## src/rtl/rk8e_break_bridge.sv

```systemverilog
// RK8-E data-break bridge: buffers disk-to-memory words in a small FIFO and
// runs one CPU break cycle per word. RK8E_DMA_LATE_EN adds a late-grant watchdog.
module rk8e_break_bridge #(
    parameter int DEPTH       = 4,
    parameter int LATE_CYCLES = 1024
) (
    input  logic        clk,
    input  logic        reset,
    input  logic        clear,
    input  logic        dmaREQ,
    input  logic        dmaRD,
    input  logic        dmaWR,
    input  logic [14:0] dmaADDR,
    input  logic [11:0] dmaDOUT,
    output logic [11:0] dmaDIN,
    output logic        dmaGNT,
    output logic        data_break,
    input  logic        break_in_prog,
    input  logic        break_done,
    output logic [14:0] brk_addr,
    output logic [11:0] brk_wdata,
    output logic        brk_write,
    input  logic [11:0] mem_rdata,
    output logic        fifo_empty,
    output logic        dma_late
);

    localparam int AW = (DEPTH > 1) ? $clog2(DEPTH) : 1;

    if (DEPTH < 2 || DEPTH > 16 || (DEPTH & (DEPTH - 1)) != 0) begin : g_bad_depth
        $error("rk8e_break_bridge: DEPTH must be a power of two in 2..16");
    end
    if (LATE_CYCLES < 1) begin : g_bad_late
        $error("rk8e_break_bridge: LATE_CYCLES must be at least 1");
    end

    // state   | meaning
    // S_IDLE  | pick next job: buffered write first, then a pending read
    // S_REQ   | data_break raised, waiting for break_in_prog
    // S_BRK   | CPU in break cycle, waiting for break_done
    // S_RRET  | read data latched, grant the disk next
    typedef enum logic [1:0] {S_IDLE, S_REQ, S_BRK, S_RRET} state_t;

    state_t      state;
    logic [AW:0] wr_ptr;
    logic [AW:0] rd_ptr;
    logic [14:0] fifo_addr [DEPTH];
    logic [11:0] fifo_data [DEPTH];
    logic        fifo_full;
    logic        push;
    logic        pop;
    logic        rd_req;

    assign fifo_empty = (wr_ptr == rd_ptr);
    assign fifo_full  = (wr_ptr[AW] != rd_ptr[AW]) &&
                        (wr_ptr[AW-1:0] == rd_ptr[AW-1:0]);

    assign pop    = (state == S_BRK) && break_done && brk_write && !clear;
    // dmaGNT high means the disk is still showing the request just granted
    assign push   = dmaREQ && dmaWR && !dmaGNT && (!fifo_full || pop) && !clear;
    assign rd_req = dmaREQ && dmaRD && !dmaWR && !dmaGNT;

    always_ff @(posedge clk) begin
        if (push) begin
            fifo_addr[wr_ptr[AW-1:0]] <= dmaADDR;
            fifo_data[wr_ptr[AW-1:0]] <= dmaDOUT;
        end
    end

    always_ff @(posedge clk or negedge reset) begin
        if (!reset) begin
            wr_ptr <= '0;
            rd_ptr <= '0;
        end else if (clear) begin
            wr_ptr <= '0;
            rd_ptr <= '0;
        end else begin
            if (push)
                wr_ptr <= wr_ptr + (AW+1)'(1);
            if (pop)
                rd_ptr <= rd_ptr + (AW+1)'(1);
        end
    end

    always_ff @(posedge clk or negedge reset) begin
        if (!reset) begin
            state      <= S_IDLE;
            data_break <= 1'b0;
            dmaGNT     <= 1'b0;
            dmaDIN     <= '0;
            brk_addr   <= '0;
            brk_wdata  <= '0;
            brk_write  <= 1'b0;
        end else if (clear) begin
            state      <= S_IDLE;
            data_break <= 1'b0;
            dmaGNT     <= 1'b0;
        end else begin
            dmaGNT <= push;
            case (state)
                S_IDLE: begin
                    if (!fifo_empty) begin
                        brk_addr   <= fifo_addr[rd_ptr[AW-1:0]];
                        brk_wdata  <= fifo_data[rd_ptr[AW-1:0]];
                        brk_write  <= 1'b1;
                        data_break <= 1'b1;
                        state      <= S_REQ;
                    end else if (rd_req) begin
                        brk_addr   <= dmaADDR;
                        brk_write  <= 1'b0;
                        data_break <= 1'b1;
                        state      <= S_REQ;
                    end
                end
                S_REQ: begin
                    if (break_in_prog) begin
                        data_break <= 1'b0;
                        state      <= S_BRK;
                    end
                end
                S_BRK: begin
                    if (break_done) begin
                        if (brk_write) begin
                            state <= S_IDLE;
                        end else begin
                            dmaDIN <= mem_rdata;
                            state  <= S_RRET;
                        end
                    end
                end
                S_RRET: begin
                    dmaGNT <= 1'b1;
                    state  <= S_IDLE;
                end
                default: state <= S_IDLE;
            endcase
        end
    end

`ifdef RK8E_DMA_LATE_EN
    localparam int LW = $clog2(LATE_CYCLES + 1);

    logic [LW-1:0] late_cnt;

    // counter idles at zero outside REQ, so every REQ entry starts a fresh count
    always_ff @(posedge clk or negedge reset) begin
        if (!reset) begin
            late_cnt <= '0;
            dma_late <= 1'b0;
        end else if (clear) begin
            late_cnt <= '0;
            dma_late <= 1'b0;
        end else if (state == S_REQ) begin
            if (late_cnt != LW'(LATE_CYCLES))
                late_cnt <= late_cnt + LW'(1);
            if (late_cnt == LW'(LATE_CYCLES - 1))
                dma_late <= 1'b1;
        end else begin
            late_cnt <= '0;
        end
    end
`else
    assign dma_late = 1'b0;
`endif

endmodule

```

## config.mk

```make
export PLATFORM = sky130hd
export DESIGN_NAME = rk8e_break_bridge
export DESIGN_NICKNAME = d
export VERILOG_FILES = /design/src/rtl/rk8e_break_bridge.sv
export SDC_FILE = /design/constraint.sdc
export NUM_CORES = 1
export LEC_CHECK = 0
export BUFFER_PORTS_ARGS = -buffer_cell sky130_fd_sc_hd__buf_2
export CORE_UTILIZATION = 35
export DETAILED_ROUTE_END_ITERATION = 16
export SLEW_MARGIN = 15
export SYNTH_ARGS = -nofsm -noshare
export SYNTH_HDL_FRONTEND = slang
export SYNTH_SLANG_ARGS = --single-unit
```

## constraint.sdc

```tcl
create_clock -name clk -period 3.3 [get_ports clk]
set_input_delay 0.165 -clock clk [delete_from_list [all_inputs] [get_ports clk]]
set_output_delay 0.165 -clock clk [all_outputs]
set_load 0.02 [all_outputs]
```

==> flow_summary.ini <==
[floorplan]
rows = 48
ios = 91
die_w_um = 135
core_region_area_um2 = 17300
die_y_um = 135
initial_core_util = 0.359
dieArea_um2 = 18300

[place]
dpl_worst_slack_ns = 1.12
routabilityCongestion = 0.732
dp_cells = 625
io_buffer_count = 89
dpl_cell_area_um2 = 6920
dpl.hpwl_um = 8000

[yosys]
synth_warnings = 0
synth-seq-area-share = 0.724
synth.top_cells.by_count = edfxtp_1 (108), dfrtp_1 (50), mux4_2 (22)
avgSynthCellArea_um2 = 19.8
synth_cell_types = 40
yosysTopAreaCellShare = 0.523
netlist_top_cells_area = edfxtp_1 (52%), dfrtp_1 (20%), mux4_2 (8.0%)
synth_seq_cells = 158
synth.most_common_cell = edfxtp_1
syn_nets = 366
syn_area_um2 = 6200
synth-main-ff-cell = edfxtp_1
synth_top_area_cell = edfxtp_1
async_flop_share = 0.316
synthCells = 314
synth_edf_count = 108

[layout]
instances_no_fill = 697
synthToLayoutAreaGrowth_pct = 27.3
fin_nets = 511
drive_above_1_share = 0.398
n_antenna_cell = 0
postLayoutCellArea_um2 = 7900
utilization = 0.457

[setup_path]
arrival_ns = 2.11
startpoint_type = flip-flop
cp-end-kind = output port
critPathKind = flip-flop to output port
critPathMaxFanout = 16
crit_path_cell_trace = xnor2_2, nand3_1, inv_1, buf_2
slowest_delay_ns = 0.50
required_ns = 3.13
crit_slowest_cell = inv_1

[pwr]
ir_drop_mv = 0.410
p_per_area_nw_per_um2 = 675
leakage_nw = 3.02
p_int_mw = 3.84
p_switching_mw = 1.49
power.total_mw = 5.33
comb_power_share = 0.183
clockPowerShare = 0.351
p_sw_frac = 0.279
power_frac_seq = 0.466

[sta]
fin_crit_ns = 2.28
fin_ws_ns = 1.02
skew_ns = 0.00878
slew_violations = 0
rsz0062_at_grt = false
hold_violations = 0
hold_slack_ns = 0.0450
fmax_ghz = 0.439
fin_crit_sh = 0.690
setup_viol = 0
fin_setup_tns_ns = 0
relSlewSlack = 0.436
worst_pin_slew_ns = 0.846

[global_route]
antenna_found_initial = 0
grt_max_degree = 30
grt_overflow = 0
grt_pass1_vias = 3647
grt_usage = 0.151
grt_first_pass_wirelength_um = 20100

[status]
status = finished clean

[detailed_routing]
vias_per_cell = 4.99
postRouteAntennaNets = 0
vias = 3476
drt_iter0_markers = 178
drc = 0
firstDrtPassIters = 4
routed_wl_um = 12700
post_drt_wl_per_cell_um = 18.2

[cts]
ctsResizeCount = 0
clkLatencyLatePin_ns = 0.43
cts_made_buffers = 17
ctsLongestPathBuffers = 2
tritoncts = yes
root_buffer = clkbuf_16
htreeDepth = 4
postCtsHoldBufs = 40
cts_setup_buffers = 0
clock_sink_count = 158
clk_transition_reported_paths_ns = 0.06

[job]
cap_violations = 0

[hold_path]
hold_class = input pin to flip-flop
==> per-layer routing <==
layer | global-route usage | wire, um | vias up
met5 | 0 | 0 | -
met4 | 0.0618 | 144 | 0
met3 | 0.0385 | 731 | 10
met2 | 0.243 | 6130 | 110
met1 | 0.197 | 5660 | 1800
li1 | - | - | 1556
==> path summary, 6_finish.rpt <==
kind	to	start	cells past startpoint	slack, ns
max	fifo_empty	wr_ptr[0]	4	1.02
min	state[1]	break_in_prog	3	0.05
max reg2reg	fifo_data[2][5]	state[0]	5	1.09
min reg2reg	dmaDIN[6]	dmaDIN[6]	1	0.50
max in group asynchronous	rd_ptr[0]	reset	3	2.19
min in group asynchronous	brk_wdata[10]	reset	2	0.28
==> area by class of cell <==
cell class | count | area (um^2)
fillers | 1530 | 9400
multi-input cells | 138 | 1600
well taps | 225 | 282
clock inverters | 15 | 149
clock buffers | 17 | 425
repair buffers | 141 | 936
flip-flops and latches | 158 | 4500
inverters | 3 | 11.3
==> sequential cells by signal, summed over array words and instances (netlist names), 2 cells and up <==
name       cells
fifo_addr     60
fifo_data     48
brk_addr      15
brk_wdata     12
dmaDIN        12
rd_ptr         3
wr_ptr         3
state          2
==> critical path: cells and delay by family (launching register included) <==
| kind | cells | cell delay, ns |
|---|---|---|
| buffers and inverters | 2 | 0.78 |
| DFF | 1 | 0.46 |
| xor gates and xnor gates | 1 | 0.25 |
| and+or+nand+nor | 1 | 0.18 |
==> power groups by stage <==
stage | combinational [mW] | sequential, mW | clock (mW)
finish | 0.974 | 2.49 | 1.87
floorplan | 0.336 | 2.77 | 0
global placement | 0.929 | 2.52 | 0
detailed placement | 0.943 | 2.53 | 0
CTS | 0.985 | 2.49 | 1.93
global route | 1.04 | 2.52 | 2.00
==> cells by family (layout without fill, tap and decap cells) <==
| kind of cell | after synthesis | in the layout | synth area share |
|---|---|---|---|
| other | 1 | 1 | 0.000604 |
| buffers and inverters | 18 | 176 | 0.0181 |
| flip-flops | 158 | 158 | 0.724 |
| multiplexers | 53 | 53 | 0.153 |
| AO/OA/AOI/OAI | 38 | 38 | 0.0462 |
| XOR/XNOR | 7 | 7 | 0.0123 |
| adder cells (fa/ha/maj) | 5 | 5 | 0.0101 |
| AND/OR/NAND/NOR | 34 | 34 | 0.0351 |
==> cells in the final DEF (no fill, tap or decap), types with 12 or more instances in the layout <==
cell	n
a2bb2oi_1	15
buf_2	89
buf_4	12
clkbuf_16	17
dfrtp_1	49
dlygate4sd3_1	40
edfxtp_1	108
mux2_2	15
mux4_2	22
o22ai_1	15
Power figures use the tool's default switching activity.
